<file path="src/rtl/mmu_resp_stage_pkg.sv">
// Shared types and exception codes for the MMU response stage.
// Holds the buffered entry layout used by the stage's 2-entry skid FIFO.
package mmu_resp_stage_pkg;

  typedef enum logic [1:0] {
    OP_FETCH = 2'd0,
    OP_LOAD  = 2'd1,
    OP_STORE = 2'd2,
    OP_RSVD  = 2'd3
  } mem_op_t;

  typedef enum logic [1:0] {
    SIZE_BYTE = 2'd0,
    SIZE_HALF = 2'd1,
    SIZE_WORD = 2'd2,
    SIZE_RSVD = 2'd3
  } mem_size_t;

  localparam logic [5:0] ECODE_PIL  = 6'h01;
  localparam logic [5:0] ECODE_PIS  = 6'h02;
  localparam logic [5:0] ECODE_PIF  = 6'h03;
  localparam logic [5:0] ECODE_PME  = 6'h04;
  localparam logic [5:0] ECODE_PPI  = 6'h07;
  localparam logic [5:0] ECODE_ADE  = 6'h08;
  localparam logic [5:0] ECODE_ALE  = 6'h09;
  localparam logic [5:0] ECODE_TLBR = 6'h3F;

  typedef struct packed {
    logic [31:0] paddr;
    logic [31:0] badv;
    logic [1:0]  mat;
    mem_op_t     op;
    mem_size_t   size;
    logic        excp;
    logic [5:0]  ecode;
  } mmu_resp_t;

  // Reserved size behaves as word.
  function automatic logic is_misaligned(input mem_size_t size, input logic [1:0] lsb);
    case (size)
      SIZE_BYTE: return 1'b0;
      SIZE_HALF: return lsb[0];
      default:   return |lsb;
    endcase
  endfunction

endpackage

</file>
<file path="src/rtl/mmu_exc_decode.sv">
// Combinational LoongArch memory exception decode (first match wins).
// TLB-derived exceptions are only produced when MMU_TLB_EXC_EN is defined.
module mmu_exc_decode
  import mmu_resp_stage_pkg::*;
(
  input  mem_op_t    i_op,
  input  mem_size_t  i_size,
  input  logic [1:0] i_vaddr_lsb,
  input  logic       i_page_fault,
  input  logic       i_page_invalid,
  input  logic       i_page_dirty,
  input  logic       i_plv_fault,
  output logic       o_excp,
  output logic [5:0] o_ecode
);

  // NOTE: outputs get defaults before any branch so no path leaves them unassigned (no latch).
  always_comb begin
    o_excp  = 1'b0;
    o_ecode = '0;
    if (i_op == OP_FETCH && i_vaddr_lsb != 2'b00) begin
      o_excp  = 1'b1;
      o_ecode = ECODE_ADE;
    end else if (i_op != OP_FETCH && is_misaligned(i_size, i_vaddr_lsb)) begin
      o_excp  = 1'b1;
      o_ecode = ECODE_ALE;
    end
`ifdef MMU_TLB_EXC_EN
    else if (i_page_fault) begin
      o_excp  = 1'b1;
      o_ecode = ECODE_TLBR;
    end else if (i_page_invalid) begin
      o_excp = 1'b1;
      case (i_op)
        OP_FETCH: o_ecode = ECODE_PIF;
        OP_STORE: o_ecode = ECODE_PIS;
        default:  o_ecode = ECODE_PIL;
      endcase
    end else if (i_plv_fault) begin
      o_excp  = 1'b1;
      o_ecode = ECODE_PPI;
    end else if (i_op == OP_STORE && i_page_dirty) begin
      o_excp  = 1'b1;
      o_ecode = ECODE_PME;
    end
`endif
  end

`ifndef MMU_TLB_EXC_EN
  logic w_unused_flags;
  assign w_unused_flags = ^{i_page_fault, i_page_invalid, i_page_dirty, i_plv_fault};
`endif

endmodule

</file>
<file path="src/rtl/mmu_resp_stage.sv">
// Registered MMU response stage: computes paddr/exception, buffers in a 2-entry skid FIFO.
// Optional TLB exceptions controlled by MMU_TLB_EXC_EN (see mmu_exc_decode).
module mmu_resp_stage
  import mmu_resp_stage_pkg::*;
#(
  parameter int TAG_W = 8
) (
  input  logic             clk,
  input  logic             reset,
  input  logic             flush,
  input  logic             in_valid,
  output logic             in_ready,
  input  logic [31:0]      in_vaddr,
  input  logic [1:0]       in_op,
  input  logic [1:0]       in_size,
  input  logic [TAG_W-1:0] in_tag,
  input  logic [19:0]      in_ptag,
  input  logic [1:0]       in_mat,
  input  logic             in_page_fault,
  input  logic             in_page_invalid,
  input  logic             in_page_dirty,
  input  logic             in_plv_fault,
  output logic             out_valid,
  input  logic             out_ready,
  output logic [31:0]      out_paddr,
  output logic [1:0]       out_mat,
  output logic [1:0]       out_op,
  output logic [1:0]       out_size,
  output logic [TAG_W-1:0] out_tag,
  output logic             out_excp,
  output logic [5:0]       out_ecode,
  output logic [31:0]      out_badv
);

  mmu_resp_t        r_mem     [2];
  logic [TAG_W-1:0] r_tag_mem [2];
  logic             r_head, r_tail, r_in_ready;
  logic [1:0]       r_count, w_count_nxt;
  logic             w_push, w_pop, w_excp;
  logic [5:0]       w_ecode;
  mmu_resp_t        w_entry, w_head;

  mmu_exc_decode u_exc_decode (
    .i_op           (mem_op_t'(in_op)),
    .i_size         (mem_size_t'(in_size)),
    .i_vaddr_lsb    (in_vaddr[1:0]),
    .i_page_fault   (in_page_fault),
    .i_page_invalid (in_page_invalid),
    .i_page_dirty   (in_page_dirty),
    .i_plv_fault    (in_plv_fault),
    .o_excp         (w_excp),
    .o_ecode        (w_ecode)
  );

  always_comb begin
    w_entry.paddr = {in_ptag, in_vaddr[11:0]};
    w_entry.badv  = in_vaddr;
    w_entry.mat   = in_mat;
    w_entry.op    = mem_op_t'(in_op);
    w_entry.size  = mem_size_t'(in_size);
    w_entry.excp  = w_excp;
    w_entry.ecode = w_ecode;
  end

  assign w_push = in_valid & r_in_ready & ~flush;
  assign w_pop  = out_valid & out_ready;

  always_comb begin
    w_count_nxt = r_count;
    case ({w_push, w_pop})
      2'b10:   w_count_nxt = r_count + 2'd1;
      2'b01:   w_count_nxt = r_count - 2'd1;
      default: w_count_nxt = r_count;
    endcase
    if (flush) w_count_nxt = 2'd0;
  end

  always_ff @(posedge clk or posedge reset) begin
    if (reset) begin
      r_count    <= 2'd0;
      r_head     <= 1'b0;
      r_tail     <= 1'b0;
      r_in_ready <= 1'b1;
    end else begin
      r_count    <= w_count_nxt;
      r_in_ready <= (w_count_nxt != 2'd2);
      if (flush) begin
        r_head <= 1'b0;
        r_tail <= 1'b0;
      end else begin
        if (w_push) r_tail <= ~r_tail;
        if (w_pop)  r_head <= ~r_head;
      end
    end
  end

  // NOTE: payload storage is left unreset; out_valid and the excp/ecode gating hide stale contents.
  always_ff @(posedge clk) begin
    if (w_push) begin
      r_mem[r_tail]     <= w_entry;
      r_tag_mem[r_tail] <= in_tag;
    end
  end

  assign w_head    = r_mem[r_head];
  assign in_ready  = r_in_ready;
  assign out_valid = (r_count != 2'd0);
  assign out_paddr = w_head.paddr;
  assign out_badv  = w_head.badv;
  assign out_mat   = w_head.mat;
  assign out_op    = w_head.op;
  assign out_size  = w_head.size;
  assign out_tag   = r_tag_mem[r_head];
  assign out_excp  = out_valid & w_head.excp;
  assign out_ecode = out_valid ? w_head.ecode : 6'd0;

endmodule

</file>
<file path="config.mk">
export PLATFORM = sky130hd
export DESIGN_NAME = mmu_resp_stage
export DESIGN_NICKNAME = d
export VERILOG_FILES = /design/src/rtl/mmu_resp_stage_pkg.sv /design/src/rtl/mmu_exc_decode.sv /design/src/rtl/mmu_resp_stage.sv
export SDC_FILE = /design/constraint.sdc
export NUM_CORES = 1
export LEC_CHECK = 0
export CAP_MARGIN = 20
export CORE_UTILIZATION = 30
export DETAILED_ROUTE_END_ITERATION = 8
export GPL_ROUTABILITY_DRIVEN = 0
export SLEW_MARGIN = 20
export SYNTH_ARGS = -nofsm -noshare
export SYNTH_HDL_FRONTEND = slang
export SYNTH_SLANG_ARGS = --single-unit
</file>
<file path="constraint.sdc">
create_clock -name clk -period 4 [get_ports clk]
set_input_delay 0.8 -clock clk [delete_from_list [all_inputs] [get_ports clk]]
set_output_delay 0.8 -clock clk [all_outputs]
set_load 0.005 [all_outputs]
</file>
==> impl_summary.md <==
Logic synthesis
The post-synthesis instance total is 269. The Yosys step of the flow raised 0 warnings. After synthesis, the netlist uses 22 different library cells.

The dominant cell type by area after synthesis is sky130_fd_sc_hd__edfxtp_1. The average instance in the mapped netlist occupies 19.84 µm². The post-synth design cell area is 5338 µm². Sequential elements use 78.88% of the synthesized area.

Ranked by total cell area, the synthesized netlist is headed by sky130_fd_sc_hd__edfxtp_1 77%, sky130_fd_sc_hd__mux2_2 14%, sky130_fd_sc_hd__buf_4 2.5%, sky130_fd_sc_hd__dfrtp_1 1.9%, sky130_fd_sc_hd__nor2_1 0.63%. After synthesis the netlist holds a flip-flop and latch count of 141. The top cell type by area accounts for 76.51% of the synthesized area.

Die
The die is 135.4 µm tall. The area of the core is 17360 µm². Pin placement for this block handled 162 I/O pins.

The x dimension of the die is 135.4 µm. After floorplanning, the core was divided into 48 placement rows. The initial standard-cell utilization of the core is 30.75%.

The total die area is 18330 µm².

Layout
The number of fill cells is 1516. The top cell types in the final layout, fill and taps aside, are 153 x sky130_fd_sc_hd__clkdlybuf4s50_1, 136 x sky130_fd_sc_hd__edfxtp_1, 66 x sky130_fd_sc_hd__mux2_2. The post-route netlist has 23.85% of its cells at a drive strength greater than 1. The library cell used most frequently in the layout, excluding fill and tap cells, is sky130_fd_sc_hd__clkdlybuf4s50_1. After routing the design area is 7656 µm².

The count of nets after finishing is 500. Relative to the synthesized area, the layout overhead comes to 43.44%. The number of diodes is 0. Excluding fillers, the count of instances in the completed layout stands at 661.

Detailed routing
The first detailed-routing pass took 4 iterations. The number of nets with antenna violations after routing is 0. The mean number of vias per cell is 4.303.

After detailed routing, the average wire length per cell comes to 15.26 µm. The number of DRC violations after detailed-routing iteration 0 is 92. The remaining design rule violation count is 0. The post-detailed-routing wire length is 10090 µm.

Across all layers, the routed design uses 2844 vias.

Pwr
The cell leakage power is 2.583 nW. The peak supply drop is 0.0002891 V. Dividing total power by cell area gives a power density of 575.7 nW/µm².

Critical path
The largest incremental delay on the critical path is 0.49 ns. The class of the most critical setup path is register to output pin. The reg-to-reg endpoint is r_mem[1][25]$_DFFE_PP_. Counting both buffers and inverters, the worst setup path holds a total of 2. The cell family contributing the most delay on the critical path is buffers and inverters. The number of cells on the worst reg-to-reg path is 4. The startpoint type of the worst setup path is a register. The kind of end point of the critical path is an output pin. Traced cell by cell, the critical path runs through buf_12, mux2_2, clkdlybuf4s50_1. The instance count on the critical path is 3. The largest individual stage delay along the critical path comes from the cell sky130_fd_sc_hd__clkdlybuf4s50_1. Of all nets on the critical path, the largest fanout is 69. Setup slack on the worst reg-to-reg path comes out at 2.03 ns.

The required time of the critical path is 3.20 ns. The worst register-to-register path begins at in_ready$_DFF_PP1_. For the worst setup path, the data arrival time is 2.13 ns.

Clock network
For this design, the CTS-stage hold fixing added 0 buffers. Clock latency on the worst-skew pair, taken at its later pin, is 0.42 ns. CTS saw 141 sinks.

The total clock buffers created by CTS is 17. TritonCTS built the clock tree. Gates resized during post-CTS repair numbered 0. The clock slew at the register clock pins of the worst setup and hold paths is 0.06 ns.

The cell sitting at the root of the clock tree is a sky130_fd_sc_hd__clkbuf_16. CTS built an H-tree with a depth of 4. Counting along the longest clock path gives a buffer depth of 2. The number of buffers inserted by post-CTS setup repair is 0.

Placement
The HPWL after detailed placement is 6394 µm. The instance count after placement with tap cells included is 630. The total of buffers placed on input and output ports is 153. The post-placement cell area is 7054 µm².

Timing
The max-slew violation total from the final report came to 0. The final-layout setup total negative slack is 0 ns. After layout, the worst path uses 73.24% of the clock period. The minimum period implied by the final worst setup slack is 2.930 ns. Timing would allow up to 341.3 MHz. The final hold violation count is 0.

The setup skew after layout is 0.008841 ns. The worst-margin pin slew is 0.5399 ns. Setup violations remaining at the end of the flow were counted as 0. The worst slew slack as a fraction of its limit is 64.01%. Setup repair after global routing left no endpoint under its margin.

GRT
Entering global routing, the biggest net connects 70 pins. Global routing used 11.56% of the available tracks across all layers. The number of antenna violations at the first check in global routing is 0.

The global-route wire length before repair is 15690 µm. The number of global-route vias before repair was 3029. For this run the aggregate overflow at the end of global routing stands at 0.

Flow run
The number of max-cap violations is 0.

Run status
The run finished with clean final reports.

Min path
The tightest min-delay check is of the primary input to asynchronous set/reset pin type.
-- worst register-to-register path, delay by kind of cell (launching register included) --
family        cells  cell delay (ns)
buf+inv           1             0.44
simple gates      3             0.63
flops             1             0.53
-- layout make-up --
type | count | area, µm² | area share (%)
repair buffers | 158 | 1582 | 20.66
clock buffers | 17 | 425.4 | 5.556
well taps | 225 | 281.5 | 3.677
inverters | 4 | 15.01 | 0.1961
multi-input cells | 102 | 962.2 | 12.57
clock inverters | 14 | 176.4 | 2.304
flip-flops and latches | 141 | 4214 | 55.04
-- stage by stage --
step	hold WS, ns	power, mW	utilization [%]	setup slack (ns)
2_1_floorplan	0.5734	2.311	-	-0.5024
3_3_place_gp	0.6167	2.832	40.64	1.206
3_5_place_dp	0.6388	2.840	40.64	1.220
4_1_cts	0.5993	4.465	44.11	1.087
5_1_grt	0.6122	4.595	44.11	1.038
6_report	0.6007	4.407	44.11	1.070
-- cell usage after synthesis (all sizes together) --
cell type,instances
nor2,9
dfstp,1
or2b,1
buf,25
nand2,4
or3,1
inv,4
nand2b,1
xnor2,2
conb,1
ha,1
or2,1
a21oi,2
xor2,3
o22ai,2
dfrtp,4
o21ai,3
mux2,66
mux2i,2
edfxtp,136
-- logic make-up after synthesis --
logic type	after synthesis	share of synthesized area (%)
DFF	141	78.88
muxes	68	14.30
buffers and inverters	29	3.586
and+or+nand+nor	17	1.407
AOI/OAI and AO/OA	7	0.7031
xor gates and xnor gates	5	0.8206
adders and majority gates	1	0.2344
other	1	0.07026
-- registers in the layout (all words and copies together), names as in the netlist --
signal and count:
r_count 2, r_tail 1, r_tag_mem 16, in_ready 1, r_mem 120, r_head 1
-- power by group --
part           switching [mW]  internal (mW)
clock network           0.582           1.03
logic                   0.382          0.633
registers              0.0344           1.75
total                   0.998           3.41
-- layer usage --
layer  share of wire [%]  GRT usage [%]
met1                  41          13.05
met2                  48          18.49
met3                 9.0          4.714
met4                 1.8          6.617
met5                   0              0
-- worst max-delay path by stage --
stage	slack, ns	start	end
6_report	1.07	r_head$_DFFE_PP0P_	out_badv[27]
5_1_grt	1.04	r_head$_DFFE_PP0P_	out_badv[17]
4_1_cts	1.09	r_head$_DFFE_PP0P_	out_badv[17]
3_3_place_gp	1.21	flush	r_mem[1][61]$_DFFE_PP_
3_5_place_dp	1.22	flush	r_mem[1][63]$_DFFE_PP_
2_1_floorplan	-0.50	in_valid	r_mem[0][0]$_DFFE_PP_
Power figures use the tool's default switching activity.
